<file path="config.mk">
export PLATFORM = sky130hd
export DESIGN_NAME = uart_txrx_core_flat
export DESIGN_NICKNAME = d
export VERILOG_FILES = /design/src/rtl/uart_txrx_core_if.sv /design/src/rtl/uart_txrx_core.sv /design/src/flat_wrapper.sv
export SDC_FILE = /design/constraint.sdc
export NUM_CORES = 1
export LEC_CHECK = 0
export CORE_MARGIN = 2
export CORE_UTILIZATION = 45
export CTS_BUF_LIST = sky130_fd_sc_hd__clkbuf_8 sky130_fd_sc_hd__clkbuf_16
export CTS_CLUSTER_DIAMETER = 30
export DETAILED_ROUTE_END_ITERATION = 12
export PLACE_DENSITY = 0.66
export SETUP_SLACK_MARGIN = 0.05
export SYNTH_ARGS = -nofsm -noshare
export SYNTH_HDL_FRONTEND = slang
export SYNTH_SLANG_ARGS = --single-unit
</file>
<file path="constraint.sdc">
create_clock -name clk -period 2.4 [get_ports clk]
set_input_delay 0.48 -clock clk [delete_from_list [all_inputs] [get_ports clk]]
set_output_delay 0.48 -clock clk [all_outputs]
set_load 0.01 [all_outputs]
</file>
<file path="src/rtl/uart_txrx_core_if.sv">
// Character-level handshake between the string formatter and the UART core.
// The master side issues tx_start/tx_data and consumes done/data_out.
interface uart_txrx_core_if;
    logic       tx_start;
    logic [7:0] tx_data;
    logic       tx_busy;
    logic [7:0] data_out;
    logic       rx_busy;
    logic       done;

    modport master (
        output tx_start, tx_data,
        input  tx_busy, data_out, rx_busy, done
    );

    modport slave (
        input  tx_start, tx_data,
        output tx_busy, data_out, rx_busy, done
    );
endinterface

</file>
<file path="src/rtl/uart_txrx_core.sv">
// Full-duplex 8N1 UART: independent transmitter and receiver,
// each a two-process FSM clocked by clk at CLK_FREQ/BAUD clocks per bit.
module uart_txrx_core #(
    parameter int CLK_FREQ = 1_000_000,
    parameter int BAUD     = 9600
) (
    input  logic              clk,
    input  logic              rst,
    uart_txrx_core_if.slave   bus,
    output logic              tx,
    input  logic              rx
);
    localparam int DIV = CLK_FREQ / BAUD;
    localparam logic [15:0] BIT_END  = 16'(DIV - 1);
    localparam logic [15:0] HALF_END = 16'(DIV / 2 - 1);

    typedef enum logic [1:0] {IDLE, START, DATA, STOP} state_t;

    state_t      tx_state, tx_state_n;
    logic [15:0] tx_cnt, tx_cnt_n;
    logic [2:0]  tx_idx, tx_idx_n;
    logic [7:0]  tx_shr, tx_shr_n;
    logic        tx_n;
    logic        tx_busy, tx_busy_n;

    always_ff @(posedge clk or posedge rst) begin
        if (rst) begin
            tx_state <= IDLE;
            tx_cnt   <= '0;
            tx_idx   <= '0;
            tx_shr   <= '0;
            tx       <= 1'b1;
            tx_busy  <= 1'b0;
        end else begin
            tx_state <= tx_state_n;
            tx_cnt   <= tx_cnt_n;
            tx_idx   <= tx_idx_n;
            tx_shr   <= tx_shr_n;
            tx       <= tx_n;
            tx_busy  <= tx_busy_n;
        end
    end

    // tx is registered: the value computed here appears on the next edge
    always_comb begin
        tx_state_n = tx_state;
        tx_cnt_n   = tx_cnt + 16'd1;
        tx_idx_n   = tx_idx;
        tx_shr_n   = tx_shr;
        tx_n       = tx;
        tx_busy_n  = tx_busy;
        unique case (tx_state)
            IDLE: begin
                tx_cnt_n = '0;
                tx_n     = 1'b1;
                if (bus.tx_start) begin
                    tx_state_n = START;
                    tx_shr_n   = bus.tx_data;
                    tx_n       = 1'b0;
                    tx_busy_n  = 1'b1;
                end
            end
            START: begin
                if (tx_cnt == BIT_END) begin
                    tx_cnt_n   = '0;
                    tx_idx_n   = '0;
                    tx_n       = tx_shr[0];
                    tx_state_n = DATA;
                end
            end
            DATA: begin
                if (tx_cnt == BIT_END) begin
                    tx_cnt_n = '0;
                    tx_shr_n = {1'b0, tx_shr[7:1]};
                    if (tx_idx == 3'd7) begin
                        tx_n       = 1'b1;
                        tx_state_n = STOP;
                    end else begin
                        tx_n     = tx_shr[1];
                        tx_idx_n = tx_idx + 3'd1;
                    end
                end
            end
            STOP: begin
                if (tx_cnt == BIT_END) begin
                    tx_cnt_n   = '0;
                    tx_busy_n  = 1'b0;
                    tx_state_n = IDLE;
                end
            end
            default: tx_state_n = IDLE;
        endcase
    end

    logic        rx_s1, rx_s2, rx_prev;
    state_t      rx_state, rx_state_n;
    logic [15:0] rx_cnt, rx_cnt_n;
    logic [2:0]  rx_idx, rx_idx_n;
    logic [7:0]  rx_shr, rx_shr_n;
    logic [7:0]  rx_data, rx_data_n;
    logic        rx_busy, rx_busy_n;
    logic        rx_done, rx_done_n;

    // synchronizer resets to the idle level so release never fakes an edge
    always_ff @(posedge clk or posedge rst) begin
        if (rst) begin
            rx_s1    <= 1'b1;
            rx_s2    <= 1'b1;
            rx_prev  <= 1'b1;
            rx_state <= IDLE;
            rx_cnt   <= '0;
            rx_idx   <= '0;
            rx_shr   <= '0;
            rx_data  <= '0;
            rx_busy  <= 1'b0;
            rx_done  <= 1'b0;
        end else begin
            rx_s1    <= rx;
            rx_s2    <= rx_s1;
            rx_prev  <= rx_s2;
            rx_state <= rx_state_n;
            rx_cnt   <= rx_cnt_n;
            rx_idx   <= rx_idx_n;
            rx_shr   <= rx_shr_n;
            rx_data  <= rx_data_n;
            rx_busy  <= rx_busy_n;
            rx_done  <= rx_done_n;
        end
    end

    always_comb begin
        rx_state_n = rx_state;
        rx_cnt_n   = rx_cnt + 16'd1;
        rx_idx_n   = rx_idx;
        rx_shr_n   = rx_shr;
        rx_data_n  = rx_data;
        rx_busy_n  = rx_busy;
        rx_done_n  = 1'b0;
        unique case (rx_state)
            IDLE: begin
                rx_cnt_n = '0;
                if (rx_prev && !rx_s2) begin
                    rx_state_n = START;
                    rx_busy_n  = 1'b1;
                end
            end
            START: begin
                if (rx_cnt == HALF_END) begin
                    rx_cnt_n = '0;
                    rx_idx_n = '0;
                    if (rx_s2) begin
                        rx_busy_n  = 1'b0;
                        rx_state_n = IDLE;
                    end else begin
                        rx_state_n = DATA;
                    end
                end
            end
            DATA: begin
                if (rx_cnt == BIT_END) begin
                    rx_cnt_n = '0;
                    rx_shr_n = {rx_s2, rx_shr[7:1]};
                    if (rx_idx == 3'd7) begin
                        rx_state_n = STOP;
                    end else begin
                        rx_idx_n = rx_idx + 3'd1;
                    end
                end
            end
            STOP: begin
                if (rx_cnt == BIT_END) begin
                    rx_cnt_n   = '0;
                    rx_busy_n  = 1'b0;
                    rx_state_n = IDLE;
                    if (rx_s2) begin
                        rx_data_n = rx_shr;
                        rx_done_n = 1'b1;
                    end
                end
            end
            default: rx_state_n = IDLE;
        endcase
    end

    assign bus.tx_busy  = tx_busy;
    assign bus.data_out = rx_data;
    assign bus.rx_busy  = rx_busy;
    assign bus.done     = rx_done;
endmodule

</file>
<file path="src/flat_wrapper.sv">
// flat-port wrapper written by rule: the top's interface ports become plain ports
module uart_txrx_core_flat 
#(
    parameter int CLK_FREQ = 1_000_000,
    parameter int BAUD     = 9600
)
  (clk, rst, tx, rx, bus_tx_start, bus_tx_data, bus_tx_busy, bus_data_out, bus_rx_busy, bus_done);
  uart_txrx_core_if bus_i ();
  input  logic clk;
  input  logic rst;
  output logic tx;
  input  logic rx;
  input wire logic [$bits(bus_i.tx_start)-1:0] bus_tx_start;
  input wire logic [$bits(bus_i.tx_data)-1:0] bus_tx_data;
  output wire logic [$bits(bus_i.tx_busy)-1:0] bus_tx_busy;
  output wire logic [$bits(bus_i.data_out)-1:0] bus_data_out;
  output wire logic [$bits(bus_i.rx_busy)-1:0] bus_rx_busy;
  output wire logic [$bits(bus_i.done)-1:0] bus_done;
  assign bus_i.tx_start = bus_tx_start;
  assign bus_i.tx_data = bus_tx_data;
  assign bus_tx_busy = bus_i.tx_busy;
  assign bus_data_out = bus_i.data_out;
  assign bus_rx_busy = bus_i.rx_busy;
  assign bus_done = bus_i.done;
  uart_txrx_core #(.CLK_FREQ(CLK_FREQ), .BAUD(BAUD)) u_core (.clk(clk), .rst(rst), .bus(bus_i), .tx(tx), .rx(rx));
endmodule
</file>
==> out/qor.txt, run 1 <==
Status: completed
DR iter-0 viols: 123
Resize count post-CTS: 0
Synth area leaders: dfrtp_1 48%, mux2_2 5.3%, ha_1 4.2%
Antenna viol nets, final: 0
FF+latch count, synth: 73
Post-CTS setup repair buffer count: 0
Total gr overflow: 0
TritonRoute pass-1 iters: 4
TritonCTS Buffers: 9
Most frequent cells after synthesis: 69 x dfrtp_1, 34 x nor2_1, 17 x mux2_2
Clock skew: 0.0148 ns
Most common cell in the synthesized netlist: dfrtp_1
Clock transition at path regs: 0.08 ns
Largest net degree at the start of global routing: 37
Wire per inst: 13.8 um
Fillers: 673
Worst path max stage delay: 0.42 ns
Crit-path max FO: 10
Worst Tran Pin Value: 0.563 ns
Critical path's slowest cell: nor3_4
Final HPWL DP: 4540 um
Vias in the first global route: 2420
Final period utilization: 0.897
Clock Path Buffers: 2
Final #Nets: 379
CP top delay family: simple AND/OR/NAND/NOR gates
Required time of the critical path: 2.62 ns
Crit path cell chain: ha_1 > nor3b_2 > nand3_4 > nor3_4 > mux2_2
Post-synth EDFFs: 0
Cells after Synth: 323
Initial Util: 0.466
Slew headroom: 0.625
Die Area: 0.00872 mm2
Pwr Total: 3.59 mW
Main synth FF type: dfrtp_1
Drt via density: 5.31
Synth top area share: 0.480
Layout cell share with drive strength beyond 1: 0.164
Hold crit path type: flip-flop to flip-flop
Syn. warnings: 0
Synthesis-to-finish area growth: 16.8%
Chip height: 93.4 um
Core ar.: 0.00773 mm2
Hold Fails Final Rpt: 0
Via count: 2451
CTS H-Tree Depth: 3
WHS: 0.360 ns
Seq/Total Area, Yosys: 0.509
Unrepaired setup endpoints after global routing: no
Drt drc: 0
Clock latency on the worst-skew pair: 0.34 ns
Detailed-route wire length: 6380 um
Worst Setup Start Kind: flip-flop
Final setup fails: 0
CTS tree: yes
CTS Sinks: 73
Hold buffer count at CTS: 0
P_leak: 1.82 nW
Port bufs: 23
Fin crit period: 2.15 ns
Post-synth cell types: 51
Placer Congestion: 0.794
Site Rows: 32
Ant. Diodes: 0
Final number of max-transition violations: 0
Cell Count, Final, Fillers Out: 462
Global-route wire length before repair: 11400 um
Syn_nets: 347
Setup TNS Final: 0 ns
CP arrival: 2.38 ns
Crit end category: flip-flop
Ys async rst share: 1.00
Max VDD drop: 0.000432 V
Root buffer cell: clkbuf_8
Die W: 93.4 um
FMAX: 464 MHz
Initial antenna violation count: 0
Average size of a mapped cell: 11.1 um2
I/O pins: 24
Worst Setup Path Type: flip-flop to flip-flop
Gr usage total: 0.166
Most area-hungry cell type in the Yosys netlist: dfrtp_1
Max-cap viol count: 0
Synthesized cell area: 0.00360 mm2
WP buf/inv: 0
Cells after DPL: 446
Cell Pwr Density: 853 mW/mm2
[placed cells by master (no fill, tap or decap), types with 6 or more instances in the layout]
cell / count
dfrtp_1: 69
nor2_1: 34
clkdlybuf4s50_1: 23
mux2_2: 17
nand4_1: 16
nand3_1: 16
xor2_1: 14
o21ai_0: 13
xnor2_1: 12
ha_1: 12
inv_1: 10
nand2_1: 10
clkbuf_8: 10
nand2b_1: 9
nor4_1: 7
nor3_1: 6
o22ai_1: 6
a2bb2oi_1: 6
or3_1: 6
[routing by layer]
layer,routed length (um),share of wire,track usage,vias to the layer above
li1,-,-,-,1242
met1,3120,0.49,0.232,1174
met2,3000,0.47,0.251,25
met3,173,0.027,0.0443,10
met4,82,0.013,0.0551,0
met5,0,0,0,-
[area by class of cell]
cell class | instances | area [um2] | share of cell area
flip-flops and latches | 73 | 1830 | 0.436
multi-input cells | 232 | 1700 | 0.403
repair buffers | 28 | 280 | 0.0667
clock buffers | 10 | 138 | 0.0327
well taps | 102 | 128 | 0.0304
clock inverters | 6 | 88.8 | 0.0211
inverters | 11 | 41.3 | 0.00982
[per-stage QoR]
step | setup slack, ns | utilization | instance area (um2)
after global placement | 0.312 | 0.515 | 3980
after floorplan | 0.0733 | - | 3600
after global routing | 0.0625 | 0.544 | 4200
final | 0.246 | 0.544 | 4200
after detailed placement | 0.267 | 0.515 | 3980
after CTS | 0.231 | 0.544 | 4200
[flip-flops by register name, indices dropped and copies added, names as in the netlist, named ones only]
register / cells
u_core.rx_cnt: 16
u_core.tx_cnt: 16
u_core.bus.data_out: 8
u_core.rx_shr: 8
u_core.tx_shr: 8
u_core.rx_idx: 3
u_core.tx_idx: 3
u_core.tx_state: 2
u_core.bus.done: 1
u_core.bus.rx_busy: 1
u_core.bus.tx_busy: 1
u_core.rx_prev: 1
u_core.rx_s1: 1
u_core.rx_s2: 1
u_core.rx_state: 1
u_core.tx: 1
[power breakdown]
group          switching [mW]  total [mW]  leakage, nW  internal [mW]
Combinational           0.520       0.954        0.758          0.434
Clock                   0.451        1.07        0.109          0.615
Sequential              0.149        1.57        0.954           1.42
[worst register-to-register path: cells and delay by family (launching register included)]
kind          cells  cell delay [ns]
simple gates      3             0.96
fa+ha+maj         1             0.28
flops             1             0.41
mux               1             0.39
[kinds of logic after synthesis]
group,count (synthesis),share of synthesized area
xor gates and xnor gates,26,0.0633
DFF,73,0.509
and+or+nand+nor,130,0.217
muxes,21,0.0671
AOI/OAI and AO/OA,43,0.0824
buffers and inverters,18,0.0195
adders and majority gates,12,0.0417
[final timing paths]
check                            startpoint                endpoint  slack [ns]  depth (start not counted)
max in group asynchronous               rst            u_core.rx_s1        1.25                          3
setup / recovery           u_core.rx_cnt[0]  u_core.bus.data_out[3]        0.25                          5
setup reg to reg           u_core.rx_cnt[0]  u_core.bus.data_out[3]        0.25                          5
hold / removal                 u_core.rx_s1            u_core.rx_s2        0.36                          0
min in group asynchronous               rst       u_core.rx_cnt[14]        0.48                          2
hold reg to reg                u_core.rx_s1            u_core.rx_s2        0.36                          0
Power figures use the tool's default switching activity.
==> inputs of run 2 (changes only) <==
ABC_AREA = 1   (was not set)
ABC_CLOCK_PERIOD_IN_PS = 2400   (was not set)
REMOVE_ABC_BUFFERS = 1   (was not set)
==> out/qor.txt, run 2 <==
Ant. Diodes: 0
Met3 Use GR: 0.0607
Worst Setup Path Type: flip-flop to primary output
Max VDD drop: 0.000614 V
Critical path's slowest cell: dfstp_2
Site Rows: 33
Resize count post-CTS: 0
Via count: 2803
Cell Pwr Density: 899 mW/mm2
Regs by FF count: u_core.rx_cnt (16), u_core.tx_cnt (16)
Most area-hungry cell type in the Yosys netlist: dfrtp_1
Drt via density: 4.93
Final number of max-transition violations: 0
Root buffer cell: clkbuf_8
Crit-path max FO: 2
Synth top area share: 0.467
Cells after DPL: 552
Multi-input logic area: 0.00163 mm2
Gr usage total: 0.161
I/O pins: 24
Seq/Total Area, Yosys: 0.495
Unrepaired setup endpoints after global routing: no
CP top delay family: flip-flops
Cell Count, Final, Fillers Out: 568
Final setup fails: 0
Die W: 94.7 um
FMAX: 532 MHz
Main synth FF type: dfrtp_1
Port bufs: 23
Total gr overflow: 0
Most frequent cells after synthesis: 102 x nand2_1, 69 x dfrtp_1, 44 x inv_1
Crit path cell chain: clkdlybuf4s50_1
Initial antenna violation count: 0
CTS Sinks: 73
CTS H-Tree Depth: 3
Crit path depth: 1
Die Area: 0.00896 mm2
Synthesis-to-finish area growth: 15.6%
Core ar.: 0.00809 mm2
Setup TNS Final: 0 ns
Hold buffer count at CTS: 0
FF+latch count, synth: 73
Placer Congestion: 0.837
Initial Util: 0.457
CTS tree: yes
TritonRoute pass-1 iters: 4
Layout cell share with drive strength beyond 1: 0.156
Vias in the first global route: 2535
Reg2Reg Depth: 8
Clock latency on the worst-skew pair: 0.34 ns
Required time of the critical path: 1.92 ns
Clock Path Buffers: 2
Ys async rst share: 1.00
Max-cap viol count: 0
Pwr Total: 3.84 mW
Status: completed
Global-route wire length before repair: 11200 um
Chip height: 94.7 um
Flip-flop and latch area: 0.00183 mm2
Post-synth EDFFs: 0
Final period utilization: 0.783
Hold Fails Final Rpt: 0
Synth area leaders: dfrtp_1 47%, nand2_1 10%, inv_1 4.5%
Detailed-route wire length: 6520 um
Synthesized cell area: 0.00370 mm2
Clock transition at path regs: 0.08 ns
GR peak layer: met2
Slew headroom: 0.743
Hold depth: 0
Commonest non-fill, non-tap cell in the layout: nand2_1
Fin crit period: 1.88 ns
WP buf/inv: 1
Fillers: 784
Hold crit path type: flip-flop to flip-flop
Average size of a mapped cell: 8.68 um2
Met1 Use GR: 0.215
Final #Nets: 482
Syn. warnings: 0
GRT met2 Usage: 0.249
Most frequent cells in the layout: 102 x nand2_1, 69 x dfrtp_1, 43 x inv_1
Wire per inst: 11.5 um
Largest net degree at the start of global routing: 74
Cells after Synth: 426
Final HPWL DP: 4660 um
Worst path max stage delay: 0.53 ns
TritonCTS Buffers: 9
DR iter-0 viols: 137
Worst Tran Pin Value: 0.385 ns
CP arrival: 1.40 ns
Clock skew: 0.00872 ns
Most common cell in the synthesized netlist: nand2_1
Drt drc: 0
Worst Setup Start Kind: flip-flop
Crit end category: primary output
Antenna viol nets, final: 0
Post-synth cell types: 36
Post-CTS setup repair buffer count: 0
P_leak: 1.98 nW
## run 2: worst register-to-register path: cells and delay by family, from the launching register on
| kind | cells | cell delay, ns |
|---|---|---|
| and+or+nand+nor | 4 | 0.46 |
| buffers and inverters | 2 | 0.24 |
| AOI/OAI and AO/OA | 1 | 0.30 |
| DFF | 1 | 0.41 |
| adders and majority gates | 1 | 0.26 |
## run 2: logic make-up (layout without fill, tap and decap cells)
family	after synthesis	in the layout	synth area share
compound gates	66	66	0.119
xor+xnor	4	4	0.00947
fa+ha+maj	12	12	0.0406
buf+inv	55	92	0.0629
flops	73	73	0.495
mux	6	6	0.0162
simple gates	210	210	0.256
## run 2: metrics by stage
step | hold slack (ns) | area [um2] | setup WS, ns | utilization
after global routing | 0.359 | 4280 | 0.451 | 0.528
after floorplan | 0.345 | 3660 | 0.0733 | -
after global placement | 0.346 | 4050 | 0.721 | 0.500
final | 0.358 | 4280 | 0.520 | 0.528
after detailed placement | 0.348 | 4050 | 0.653 | 0.500
after CTS | 0.359 | 4280 | 0.481 | 0.528
## run 2: worst paths after layout
| path | startpoint | to | slack [ns] |
|---|---|---|---|
| min in group asynchronous | rst | u_core.tx_shr[0] | 0.54 |
| hold / removal | u_core.rx_s1 | u_core.rx_s2 | 0.36 |
| hold reg to reg | u_core.rx_s1 | u_core.rx_s2 | 0.36 |
| max in group asynchronous | rst | u_core.rx_s2 | 1.51 |
| setup reg to reg | u_core.rx_cnt[0] | u_core.rx_cnt[5] | 0.65 |
| setup / recovery | u_core.tx | tx | 0.52 |
## run 2: layer usage
metal / share of wire / wire length [um]
met5: 0 / 0
met4: 0.0078 / 51
met3: 0.037 / 244
met2: 0.48 / 3120
met1: 0.48 / 3100
## run 2: final cells by class
| cell class | instances | share of cell area |
|---|---|---|
| clock buffer | 10 | 0.0322 |
| clock inverter | 6 | 0.0211 |
| inverter | 51 | 0.0453 |
| multi-input combinational | 298 | 0.382 |
| sequential | 73 | 0.428 |
| tap | 105 | 0.0307 |
| timing repair buffer | 25 | 0.0603 |
## run 2: power breakdown
part	internal [mW]	switching [mW]
Combinational	0.459	0.755
Sequential	1.42	0.137
Clock	0.617	0.459
==> variant: new RTL, config.mk and constraints of run 2 <==
`rx_data` no longer has a reset.
--- a/src/rtl/uart_txrx_core.sv
+++ b/src/rtl/uart_txrx_core.sv
@@ -111,7 +111,6 @@
             rx_cnt   <= '0;
             rx_idx   <= '0;
             rx_shr   <= '0;
-            rx_data  <= '0;
             rx_busy  <= 1'b0;
             rx_done  <= 1'b0;
         end else begin
@@ -122,10 +121,13 @@
             rx_cnt   <= rx_cnt_n;
             rx_idx   <= rx_idx_n;
             rx_shr   <= rx_shr_n;
-            rx_data  <= rx_data_n;
             rx_busy  <= rx_busy_n;
             rx_done  <= rx_done_n;
         end
+    end
+
+    always_ff @(posedge clk) begin
+        rx_data <= rx_data_n;
     end
 
     always_comb begin
Behaviour: same outputs for any inputs over 10 cycles, from zero or initial values and one cycle with rst high; that may be too few to reach the edited logic, so the function may still have changed.
==> variant against run 2 <==
- worst setup slack worse by 0.0063 ns
- clock skew is 0.0034 ns higher
- synthesized cell count is 4.2% lower
- power is 4.4% lower
- die area is 1.2% lower
- synthesized area is 1.3% lower
- routed wire length is 4.1% lower
- critical path depth stayed put
- cell count is 3.7% lower
- fmax is 0.33% lower
- first-iteration DRC count is 26% lower
- sequential cell count stayed put
- design area is 1.6% lower
==> variant: results (changes against run 2) <==
status: "complete, no violations"  # unchanged
vias: 2706  # was 2803
routedWlPerCell_microns: 11.4  # was 11.5 microns
reg_top3: "u_core.rx_cnt: 16 flops, u_core.tx_cnt: 16 flops"  # unchanged
r2r-start: "u_core.tx_state[0]$_DFFE_PP0P_"  # was u_core.rx_cnt[0]$_DFF_PP0_
reg2reg_to: "u_core.tx_shr[2]$_DFFE_PP0P_"  # was u_core.rx_cnt[5]$_DFF_PP0_
async_flop_share_pct: 89.0  # was 100%
max-vdd-ir-drop_uv: 364  # was 614 uV
worst_slew_pin_slew_ns: 0.379  # was 0.385 ns
synth_compound_area_share_pct: 9.63  # was 11.9%
layout-drive-gt1-share_pct: 15.1  # was 15.6%
syn_avg_cell_area_sq_um: 8.95  # was 8.68 sq um
yosysTopAreaCellShare_pct: 41.8  # was 46.7%
synth_edf_count: 8  # was 0
fin_hold_ws_ns: 0.374  # was 0.358 ns
synth_mux_area_share_pct: 1.92  # was 1.62%
synth_commonest_cells: "95 x nand2_1, 61 x dfrtp_1, 42 x nor2_1"  # was 102 x nand2_1, 69 x dfrtp_1, 44 x inv_1
clkTransAtPathRegs_ns: 0.08  # about the same
place_inst: 531  # was 552
seq_area_frac_synth_pct: 51.3  # was 49.5%
grt_start_max_net_pins: 66  # was 74
cts_setup_buffers: 0  # unchanged
min_to: "u_core.rx_s2$_DFF_PP1_"  # unchanged
cpPeakStageDelay_ns: 0.54
synth_fa_ha_area_share_pct: 4.11  # was 4.06%
crit_path_max_fanout: 2  # unchanged
place_congestion: 0.865  # was 0.837
antenna_found_initial: 0  # unchanged
wirelength_microns: 6250  # was 6520 microns
p_leak_uw: 0.00192  # was 0.00198 uW
slew_violations: 0  # unchanged
ctsLongestPathBuffers: 2  # unchanged
synth_area_leaders: "dfrtp_1 42%, nand2_1 9.8%, edfxtp_1 6.6%"  # was dfrtp_1 47%, nand2_1 10%, inv_1 4.5%
grt_first_pass_wirelength_microns: 11600  # was 11200 microns
yosysWarnings: 0  # unchanged
nFillCells: 726  # was 784
hold_depth: 0  # unchanged
final.setup_skew_ns: 0.0122  # was 0.00872 ns
synth_cell_types: 38  # was 36
clock-root-buffer: "clkbuf_8"  # unchanged
post-place-ws_ns: 0.626  # was 0.653 ns
drtIter0Drc: 101  # was 137
dpl.hpwl_microns: 4470  # was 4660 microns
synth-xor-area-share_pct: 0.719  # was 0.947%
track_usage_pct: 16.5  # was 16.1%
place_area_sq_um: 4010  # was 4050 sq um
final_nets: 464  # was 482
cp_top_family: "flip-flops"  # unchanged
maxCapViolations: 0  # unchanged
regArea_sq_um: 1870  # was 1830 sq um
worstRegToRegCells: 7  # was 8
hp-class: "reg2reg"  # unchanged
## variant: final cells by class
cell class	instances	area share, %
Sequential cell	73	44.5
Multi-Input combinational cell	284	37.3
Timing Repair Buffer	26	6.30
Inverter	46	4.10
Tap cell	102	3.03
Clock buffer	9	2.94
Clock inverter	7	1.84
## variant: worst max-delay path by stage
stage | to | slack [ns] | depth (start not counted)
after global routing | tx | 0.47 | 1
after global placement | u_core.tx_shr[2]$_DFFE_PP0P_ | 0.63 | 6
after floorplan | async pin | 0.30 | 1
after detailed placement | u_core.tx_shr[1]$_DFFE_PP0P_ | 0.63 | 7
final | tx | 0.51 | 1
after CTS | tx | 0.49 | 1
## variant: layer usage
layer  track usage, %  share of wire [%]
met4             7.25                1.6
met1             21.4                 50
met3             2.89                2.4
met2             27.1                 46
met5                0                  0
## variant: where the power goes
group,leakage [uW],internal [uW],switching (uW)
Combinational,0.000899,424,732
Sequential,0.000917,1420,125
Clock,0.000100,489,482
